--- config.mk ---
export PLATFORM = sky130hd
export DESIGN_NAME = dbg_mem_loader
export DESIGN_NICKNAME = d
export VERILOG_FILES = /design/src/rtl/dbg_mem_loader.sv
export SDC_FILE = /design/constraint.sdc
export NUM_CORES = 1
export LEC_CHECK = 0
export CAP_MARGIN = 40
export CORE_MARGIN = 8
export CORE_UTILIZATION = 40
export CTS_BUF_LIST = sky130_fd_sc_hd__clkbuf_4
export DETAILED_ROUTE_END_ITERATION = 16
export GPL_ROUTABILITY_DRIVEN = 0
export PLACE_DENSITY = 0.77
export SLEW_MARGIN = 0
export SYNTH_ARGS = -nofsm -noshare
export SYNTH_HDL_FRONTEND = slang
export SYNTH_SLANG_ARGS = --single-unit
--- constraint.sdc ---
create_clock -name clk -period 4.28 [get_ports clk]
set_input_delay 0.856 -clock clk [delete_from_list [all_inputs] [get_ports clk]]
set_output_delay 0.856 -clock clk [all_outputs]
set_load 0.01 [all_outputs]
--- src/rtl/dbg_mem_loader.sv ---
// rtl/dbg_mem_loader.sv - host debug command sequencer for CPU instruction/data RAM and run control
//
// Purpose: accepts word-oriented host commands and turns them into instruction-RAM and
// data-RAM debug accesses, CPU start/quit pulses and PC readback. Memory access is
// refused (cmd_err) while the CPU is running.
//
// Ports:
//   clk, rst_n                    clock, asynchronous active-low reset
//   cmd_valid/cmd_ready           command handshake; cmd_op/cmd_adr/cmd_len command fields
//   wd_valid/wd_ready/wd_data     host write-data stream for WR_I/WR_D
//   rd_valid/rd_ready/rd_data     readback stream for RD_I/RD_D/RD_PC
//   cmd_err                       pulse: memory op rejected while CPU running
//   cpu_running/cpu_start/quit_cmd/start_adr   CPU run control
//   i_ram_*                       instruction-RAM debug port (4096 words)
//   d_ram_*                       data-RAM debug port (2^DWIDTH words)
//   pc_data                       current CPU PC for RD_PC
module dbg_mem_loader #(
  parameter int DWIDTH = 12
) (
  input  logic              clk,
  input  logic              rst_n,
  input  logic              cmd_valid,
  output logic              cmd_ready,
  input  logic [2:0]        cmd_op,
  input  logic [29:0]       cmd_adr,
  input  logic [7:0]        cmd_len,
  input  logic              wd_valid,
  output logic              wd_ready,
  input  logic [31:0]       wd_data,
  output logic              rd_valid,
  input  logic              rd_ready,
  output logic [31:0]       rd_data,
  output logic              cmd_err,
  output logic              cpu_running,
  output logic              cpu_start,
  output logic              quit_cmd,
  output logic [29:0]       start_adr,
  output logic [11:0]       i_ram_wadr,
  output logic [11:0]       i_ram_radr,
  output logic [31:0]       i_ram_wdata,
  output logic              i_ram_wen,
  output logic              i_read_sel,
  input  logic [31:0]       i_ram_rdata,
  output logic [DWIDTH-1:0] d_ram_wadr,
  output logic [DWIDTH-1:0] d_ram_radr,
  output logic [31:0]       d_ram_wdata,
  output logic              d_ram_wen,
  output logic              d_read_sel,
  input  logic [31:0]       d_ram_rdata,
  input  logic [31:0]       pc_data
);

  localparam logic [2:0] OP_NOP   = 3'd0;
  localparam logic [2:0] OP_WR_I  = 3'd1;
  localparam logic [2:0] OP_WR_D  = 3'd2;
  localparam logic [2:0] OP_RD_I  = 3'd3;
  localparam logic [2:0] OP_RD_D  = 3'd4;
  localparam logic [2:0] OP_START = 3'd5;
  localparam logic [2:0] OP_QUIT  = 3'd6;
  localparam logic [2:0] OP_RD_PC = 3'd7;

  typedef enum logic [2:0] {
    S_IDLE,
    S_WR,
    S_RD_ADR,
    S_RD_WAIT,
    S_RD_HOLD,
    S_PC_HOLD
  } state_t;

  state_t              state_q, state_d;
  logic                is_d_q, is_d_d;       // current burst targets data RAM
  logic [7:0]          cnt_q, cnt_d;         // words remaining minus 1
  logic [11:0]         i_adr_q, i_adr_d;     // doubles as the IRAM read address
  logic [DWIDTH-1:0]   d_adr_q, d_adr_d;     // doubles as the DRAM read address
  logic [11:0]         i_wadr_q, i_wadr_d;
  logic [31:0]         i_wdata_q, i_wdata_d;
  logic                i_wen_q, i_wen_d;
  logic                i_rsel_q, i_rsel_d;
  logic [DWIDTH-1:0]   d_wadr_q, d_wadr_d;
  logic [31:0]         d_wdata_q, d_wdata_d;
  logic                d_wen_q, d_wen_d;
  logic                d_rsel_q, d_rsel_d;
  logic                rd_valid_q, rd_valid_d;
  logic [31:0]         rd_data_q, rd_data_d;
  logic                cmd_err_q, cmd_err_d;
  logic                cpu_start_q, cpu_start_d;
  logic                quit_q, quit_d;
  logic                running_q, running_d;
  logic [29:0]         start_adr_q, start_adr_d;

  logic cmd_fire;
  logic wd_fire;
  logic op_is_mem;
  logic op_is_dram;
  logic op_is_rd;

  assign cmd_ready  = (state_q == S_IDLE);
  assign wd_ready   = (state_q == S_WR);
  assign cmd_fire   = cmd_valid & cmd_ready;
  assign wd_fire    = wd_valid & wd_ready;
  assign op_is_mem  = (cmd_op == OP_WR_I) || (cmd_op == OP_WR_D) ||
                      (cmd_op == OP_RD_I) || (cmd_op == OP_RD_D);
  assign op_is_dram = (cmd_op == OP_WR_D) || (cmd_op == OP_RD_D);
  assign op_is_rd   = (cmd_op == OP_RD_I) || (cmd_op == OP_RD_D);

  always_comb begin
    state_d     = state_q;
    is_d_d      = is_d_q;
    cnt_d       = cnt_q;
    i_adr_d     = i_adr_q;
    d_adr_d     = d_adr_q;
    i_wadr_d    = i_wadr_q;
    i_wdata_d   = i_wdata_q;
    i_wen_d     = 1'b0;
    i_rsel_d    = i_rsel_q;
    d_wadr_d    = d_wadr_q;
    d_wdata_d   = d_wdata_q;
    d_wen_d     = 1'b0;
    d_rsel_d    = d_rsel_q;
    rd_valid_d  = rd_valid_q;
    rd_data_d   = rd_data_q;
    cmd_err_d   = 1'b0;
    cpu_start_d = 1'b0;
    quit_d      = 1'b0;
    running_d   = running_q;
    start_adr_d = start_adr_q;

    case (state_q)
      S_IDLE: begin
        if (cmd_fire) begin
          if (op_is_mem) begin
            if (running_q) begin
              cmd_err_d = 1'b1;
            end else begin
              is_d_d = op_is_dram;
              cnt_d  = cmd_len;
              if (op_is_dram) d_adr_d = cmd_adr[DWIDTH-1:0];
              else            i_adr_d = cmd_adr[11:0];
              if (op_is_rd) begin
                state_d = S_RD_ADR;
                // read_sel stays up for the whole burst so the CPU side keeps the
                // RAM read port muxed to the debug address
                if (op_is_dram) d_rsel_d = 1'b1;
                else            i_rsel_d = 1'b1;
              end else begin
                state_d = S_WR;
              end
            end
          end else begin
            case (cmd_op)
              OP_START: begin
                start_adr_d = cmd_adr;
                cpu_start_d = 1'b1;
                running_d   = 1'b1;
              end
              OP_QUIT: begin
                quit_d    = 1'b1;
                running_d = 1'b0;
              end
              OP_RD_PC: begin
                rd_data_d  = pc_data;
                rd_valid_d = 1'b1;
                state_d    = S_PC_HOLD;
              end
              OP_NOP:  ;
              default: ;
            endcase
          end
        end
      end

      S_WR: begin
        if (wd_fire) begin
          if (is_d_q) begin
            d_wen_d   = 1'b1;
            d_wadr_d  = d_adr_q;
            d_wdata_d = wd_data;
            d_adr_d   = d_adr_q + 1'b1;
          end else begin
            i_wen_d   = 1'b1;
            i_wadr_d  = i_adr_q;
            i_wdata_d = wd_data;
            i_adr_d   = i_adr_q + 1'b1;
          end
          cnt_d = cnt_q - 8'd1;
          if (cnt_q == 8'd0) state_d = S_IDLE;
        end
      end

      // Address is presented during RD_ADR; the RAM returns data one cycle later.
      S_RD_ADR: state_d = S_RD_WAIT;

      S_RD_WAIT: begin
        rd_data_d  = is_d_q ? d_ram_rdata : i_ram_rdata;
        rd_valid_d = 1'b1;
        state_d    = S_RD_HOLD;
      end

      S_RD_HOLD: begin
        if (rd_ready) begin
          rd_valid_d = 1'b0;
          if (cnt_q == 8'd0) begin
            state_d  = S_IDLE;
            i_rsel_d = 1'b0;
            d_rsel_d = 1'b0;
          end else begin
            cnt_d   = cnt_q - 8'd1;
            state_d = S_RD_ADR;
            if (is_d_q) d_adr_d = d_adr_q + 1'b1;
            else        i_adr_d = i_adr_q + 1'b1;
          end
        end
      end

      S_PC_HOLD: begin
        if (rd_ready) begin
          rd_valid_d = 1'b0;
          state_d    = S_IDLE;
        end
      end

      default: state_d = S_IDLE;
    endcase
  end

  always_ff @(posedge clk or negedge rst_n) begin
    if (!rst_n) begin
      state_q     <= S_IDLE;
      is_d_q      <= 1'b0;
      cnt_q       <= 8'd0;
      i_adr_q     <= '0;
      d_adr_q     <= '0;
      i_wadr_q    <= '0;
      i_wdata_q   <= '0;
      i_wen_q     <= 1'b0;
      i_rsel_q    <= 1'b0;
      d_wadr_q    <= '0;
      d_wdata_q   <= '0;
      d_wen_q     <= 1'b0;
      d_rsel_q    <= 1'b0;
      rd_valid_q  <= 1'b0;
      rd_data_q   <= '0;
      cmd_err_q   <= 1'b0;
      cpu_start_q <= 1'b0;
      quit_q      <= 1'b0;
      running_q   <= 1'b0;
      start_adr_q <= '0;
    end else begin
      state_q     <= state_d;
      is_d_q      <= is_d_d;
      cnt_q       <= cnt_d;
      i_adr_q     <= i_adr_d;
      d_adr_q     <= d_adr_d;
      i_wadr_q    <= i_wadr_d;
      i_wdata_q   <= i_wdata_d;
      i_wen_q     <= i_wen_d;
      i_rsel_q    <= i_rsel_d;
      d_wadr_q    <= d_wadr_d;
      d_wdata_q   <= d_wdata_d;
      d_wen_q     <= d_wen_d;
      d_rsel_q    <= d_rsel_d;
      rd_valid_q  <= rd_valid_d;
      rd_data_q   <= rd_data_d;
      cmd_err_q   <= cmd_err_d;
      cpu_start_q <= cpu_start_d;
      quit_q      <= quit_d;
      running_q   <= running_d;
      start_adr_q <= start_adr_d;
    end
  end

  assign rd_valid    = rd_valid_q;
  assign rd_data     = rd_data_q;
  assign cmd_err     = cmd_err_q;
  assign cpu_running = running_q;
  assign cpu_start   = cpu_start_q;
  assign quit_cmd    = quit_q;
  assign start_adr   = start_adr_q;
  assign i_ram_wadr  = i_wadr_q;
  assign i_ram_radr  = i_adr_q;
  assign i_ram_wdata = i_wdata_q;
  assign i_ram_wen   = i_wen_q;
  assign i_read_sel  = i_rsel_q;
  assign d_ram_wadr  = d_wadr_q;
  assign d_ram_radr  = d_adr_q;
  assign d_ram_wdata = d_wdata_q;
  assign d_ram_wen   = d_wen_q;
  assign d_read_sel  = d_rsel_q;

endmodule

==> Word-level counts from Yosys, hierarchy flattened <==
Cells that the tools add are included.
{ "word_totals": {"in_bits": 174, "reg_bits": 195, "out_inout_bits": 185, "wordCells": 162} }
{ "classes": {"add_sub_neg": 3, "n_bitwise": 5, "eq_ne": 29, "n_mux": 79, "reduce_logical": 26} }
{ "op_table": {"columns": ["operator", "n"], "rows": [
  ["2-to-1 mux 12 bit", 16],
  ["2-to-1 mux 32 bit", 4],
  ["case mux 12 bit (3 select lines)", 2],
  ["case mux 32 bit (2 select lines)", 1],
  ["2-to-1 mux 8 bit", 6],
  ["2-to-1 mux 1 bit", 34],
  ["AND reduction 8 bit", 4],
  ["adder 12 x 1 -> 12 bit (second input constant)", 2],
  ["2-to-1 mux 3 bit", 8],
  ["case mux 8 bit (3 select lines)", 1],
  ["== test 3 bit (second input constant)", 6],
  ["case mux 3 bit (6 select lines)", 1],
  ["inequality test 2 x 1 -> 1 bit (second input constant)", 8],
  ["AND reduction 4 bit", 4],
  ["inequality test 2 bit (second input constant)", 7],
  ["AND reduction 7 bit", 2],
  ["== test 3 x 2 -> 1 bit (second input constant)", 4],
  ["zero test 8 bit", 1],
  ["subtractor 8 x 1 -> 8 bit (second input constant)", 1],
  ["== test 3 x 1 -> 1 bit (second input constant)", 2],
  ["case mux 1 bit (2 select lines)", 3],
  ["AND reduction 3 bit", 2],
  ["nonzero test 2 bit", 3],
  ["nonzero test 3 bit", 2],
  ["10 further kinds", 18]
]} }

==> Longest topological paths before layout <==
{ "depth": {"ltp_word": 8, "depth_mapped": 9, "ltp_nobuf": 7} }

==> Worst setup path after synthesis <==
OpenSTA, ideal clock, no wires.
{ "synth_timing": {"kind": "input -> register", "from": "input port cmd_op[2]", "to": "register rd_data_q[10], in the netlist rd_data[10]", "cell_stages": 7, "setup_slack_ns": 1.835, "path_buffers": 3, "arrival_ns": 2.319, "required_time_ns": 4.155, "setup_time_ns": 0.125, "path_cell_list": "buf_6 > or3_1 > a32o_2 > nand2b_1 > buf_6 > buf_12 > mux2_4"} }
{ "synth_via": {"elab_chain_cells": 6, "elab_cells_between_ends": 11, "classes_between": "eq/ne: 7; reduce/logical: 4"} }
{ "synth_rtl": {"columns": ["item", "line", "text"], "rows": [
  ["start, declared", "24", "input logic [2:0] cmd_op,"],
  ["== test 3 x 1 -> 1 bit / == test 3 x 2 -> 1 bit (equally long branches)", "102", "assign op_is_mem = (cmd_op == OP_WR_I) || (cmd_op == OP_WR_D) ||"],
  ["logical OR 1 bit (2 in a row)", "102", null],
  ["logical OR 1 bit", "103", "(cmd_op == OP_RD_I) || (cmd_op == OP_RD_D);"],
  ["inequality test 2 bit (no source line)", null, null],
  ["AND reduction 4 bit (no source line) (*)", null, null],
  ["end signal, assigned", "264", "rd_data_q <= rd_data_d;"],
  ["end, declared", "85", "logic [31:0] rd_data_q, rd_data_d;"]
]} }
Every way passes the cells marked *; elsewhere a longest branch is shown, timed or not.
A chain may end at the register's enable or synchronous reset.

==> Worst setup path in the final report <==
{ "layout_timing": {"from": "register state_q[1]", "to": "output port cmd_ready"} }
{ "layout_via": {"elab_chain_cells": 1} }
{ "layout_rtl": {"columns": ["item", "line", "text"], "rows": [
  ["start, declared", "71", "state_t state_q, state_d;"],
  ["start signal, assigned", "250", "state_q <= state_d;"],
  ["zero test 3 bit", "98", "assign cmd_ready = (state_q == S_IDLE);"],
  ["end, declared", "23", "output logic cmd_ready,"]
]} }
Every way passes these cells.

==> results.py <==
metrics = {
    "floorplan": {
        "initial_utilization_pct": 40.5,
        "row_count": 55,
        "die-width_um": 167,
        "fp.dieH_um": 167,
        "core_mm2": 0.0224,
        "top_level_ports": 359,
        "die_area_mm2": 0.0278,
    },
    "synth": {
        "seq_area_frac_synth_pct": 53.7,
        "synth_cell_types": 58,
        "syn_area_per_cell_um2": 11.1,
        "synth_area_mm2": 0.00908,
        "synth.largest_area_cell": "dfrtp_1",
        "synth-seq-cells": 195,
        "netlist_top_cells_count": "dfrtp_1, nand2_1, mux2_2",
        "synthArstFlopShare_pct": 100,
        "netlist_instances": 817,
        "synth_edf_count": 0,
        "synth_area_leaders": "dfrtp_1, mux2_2, nand2_1, mux2_4, mux2i_1",
        "yosysMostFrequentCell": "dfrtp_1",
        "syn_nets": 994,
        "synth_top_area_share_pct": 53.7,
        "yosys_warnings": 0,
        "synth-main-ff-cell": "dfrtp_1",
    },
    "timing": {
        "worst_pin_slew_ns": 0.814,
        "final-max-slew-violation-count": 0,
        "maxSlewHeadroom_pct": 45.7,
        "setup_tns_ns": 0,
        "period_minus_slack_ns": 3.19,
        "rsz0062_at_grt": "false",
        "hold_viol_final": 0,
        "fin_skew_ns": 0.0317,
        "setup_ws_ns": 1.09,
        "setup_viol_count_final": 0,
        "fin_crit_sh_pct": 74.5,
        "max_freq_mhz": 314,
    },
    "hold_path": {
        "worst_hold_path_type": "in -> async",
    },
    "setup_path": {
        "startpoint_type": "flip-flop",
        "cpMaxStageDelayCell": "dfrtp_1",
        "cp.arrival_ns": 2.33,
        "worstSetupPathType": "reg -> out",
        "max_stage_delay_ns": 0.63,
        "critPathCaptureType": "primary output",
        "critPathTopFamily": "buffers and inverters",
        "critPathBufInv": 2,
        "crit_chain": "nor2_1 -> nand2_2 -> inv_2 -> clkdlybuf4s50_1",
        "cp_max_fo": 16,
        "cp.required_ns": 3.42,
    },
    "cts": {
        "cts.repair.resized": 0,
        "worstSkewPairLatency_ns": 0.57,
        "cts_tree": "yes",
        "clockRootBuffer": "clkbuf_4",
        "post-cts-setup-buffers": 0,
        "clockBufferDepth": 2,
        "cts_buffers": 17,
        "h-tree-depth": 4,
        "path_clk_slew_ns": 0.19,
        "clkSinkCount": 195,
        "hold_buffers": 0,
    },
    "power": {
        "cellLeakagePower_nw": 5.69,
        "p_per_area_mw_per_mm2": 722,
        "ir_drop_v": 0.000305,
    },
    "placement": {
        "place_ws_ns": 0.825,
        "dp_cells": 1424,
        "dp_hpwl_mm": 21.8,
        "portBuffers": 358,
    },
    "grt": {
        "grt-ovfl-total": 0,
        "antenna_found_initial": 2,
        "grt_first_pass_wirelength_mm": 45.1,
        "track_usage_pct": 20.4,
        "grt_pass1_vias": 7776,
        "grt_max_degree": 100,
    },
    "cells_and_area": {
        "fill_cells": 1929,
        "final_nets": 1335,
        "area_delta_synth_final_pct": 45.3,
        "register_area_mm2": 0.00488,
        "drive_gt1_share_pct": 15.4,
        "multi_input_area_mm2": 0.00387,
        "fin_cells": 1458,
    },
    "drt": {
        "first_iter_violations": 765,
        "firstDrtPassIters": 5,
        "drc": 0,
        "vias": 7615,
        "vias_per_cell": 5.22,
        "wirelength_mm": 28.5,
        "ant_nets": 0,
        "wl_per_cell_um": 19.5,
    },
    "status": {
        "status": "finished, final reports clean",
    },
    "job": {
        "maxCapViolCount": 0,
    },
}
[cell usage in the layout (no fill, tap or decap), types with 2 or more instances in the layout]
master	count
a31oi_1	18
diode_2	2
nand2_2	2
inv_6	5
dfrtp_1	194
clkinvlp_4	2
mux2i_1	32
nor3_1	8
o2bb2ai_1	2
o211ai_1	4
clkdlybuf4s50_1	357
o21ai_1	6
o22ai_1	13
buf_4	15
and4bb_1	2
and4_1	3
nor2_1	23
a31o_2	2
o31ai_1	4
nand2_1	155
mux2_2	87
clkinv_8	4
a2bb2oi_1	8
mux2_4	29
nand3_1	17
xnor2_1	3
nand4_1	6
clkbuf_4	17
a21oi_1	29
inv_1	13
ha_1	3
and2_1	3
or3_1	5
nor2_2	2
and3_1	3
nand2b_1	2
o31a_1	2
o21ai_0	58
o22a_1	2
[state kept, by name (all words and copies together) (netlist names)]
signal,cells
d_ram_wen,1
i_ram_wdata,32
cpu_start,1
rd_data,32
quit_cmd,1
d_ram_wadr,12
i_ram_radr,12
is_d_q,1
i_ram_wadr,12
i_ram_wen,1
rd_valid,1
start_adr,30
cnt_q,8
d_read_sel,1
cmd_err,1
state_q,3
d_ram_radr,12
i_read_sel,1
cpu_running,1
d_ram_wdata,32
[power breakdown]
part	total, mW	switching, mW	internal [mW]
Combinational	5.08	2.28	2.80
Clock	1.04	0.718	0.326
Sequential	3.40	0.682	2.71
[layout make-up]
| cell class | count | area share (%) |
|---|---|---|
| antenna | 2 | 0.0379 |
| timing repair buffer | 374 | 28.2 |
| tap | 285 | 2.70 |
| inverter | 14 | 0.398 |
| clock inverter | 15 | 1.40 |
| multi-input combinational | 556 | 29.3 |
| sequential | 195 | 37.0 |
| clock buffer | 17 | 0.967 |
[layer usage]
| metal | part of all wire [%] | vias to the layer above | GRT usage (%) |
|---|---|---|---|
| li1 | - | 3572 | - |
| met1 | 42 | 3723 | 25.3 |
| met2 | 51 | 305 | 34.9 |
| met3 | 6.6 | 15 | 5.67 |
| met4 | 0.96 | 0 | 4.50 |
| met5 | 0 | - | 0 |
[stage by stage]
step                      cell area, um^2  util (%)  power, mW  hold slack, ns
final                               13200      58.8       9.52           0.295
after global routing                13200      58.8       10.2           0.313
after detailed placement            12900      57.4       8.56           0.462
after global placement              12900      57.4       8.42           0.457
after floorplan                      9080         -       5.97           0.471
after CTS                           13200      58.8       9.62           0.324
[kinds of logic (layout without fill, tap and decap cells)]
family          Yosys count  after routing  synth area share [%]
compound gates          160            160                  10.6
xor+xnor                  3              3                 0.289
fa+ha+maj                 3              3                 0.413
buf+inv                  66            420                  3.97
flops                   195            195                  53.7
mux                     148            148                  19.1
other cells               0              2                     0
simple gates            242            242                  11.8
[final timing paths]
check / slack (ns) / cells past startpoint / end / startpoint
min: 0.29 / 1 / d_ram_wdata[0] / rst_n
min in group clk: 0.49 / 2 / d_ram_wdata[9] / d_ram_wdata[9]
max in group asynchronous: 3.00 / 2 / rd_data[24] / rst_n
max reg2reg: 1.45 / 5 / d_ram_radr[2] / state_q[0]
max: 1.09 / 4 / cmd_ready / state_q[1]
min reg2reg: 0.49 / 2 / d_ram_wdata[9] / d_ram_wdata[9]
Note: power is estimated with default switching activity, not from simulation.
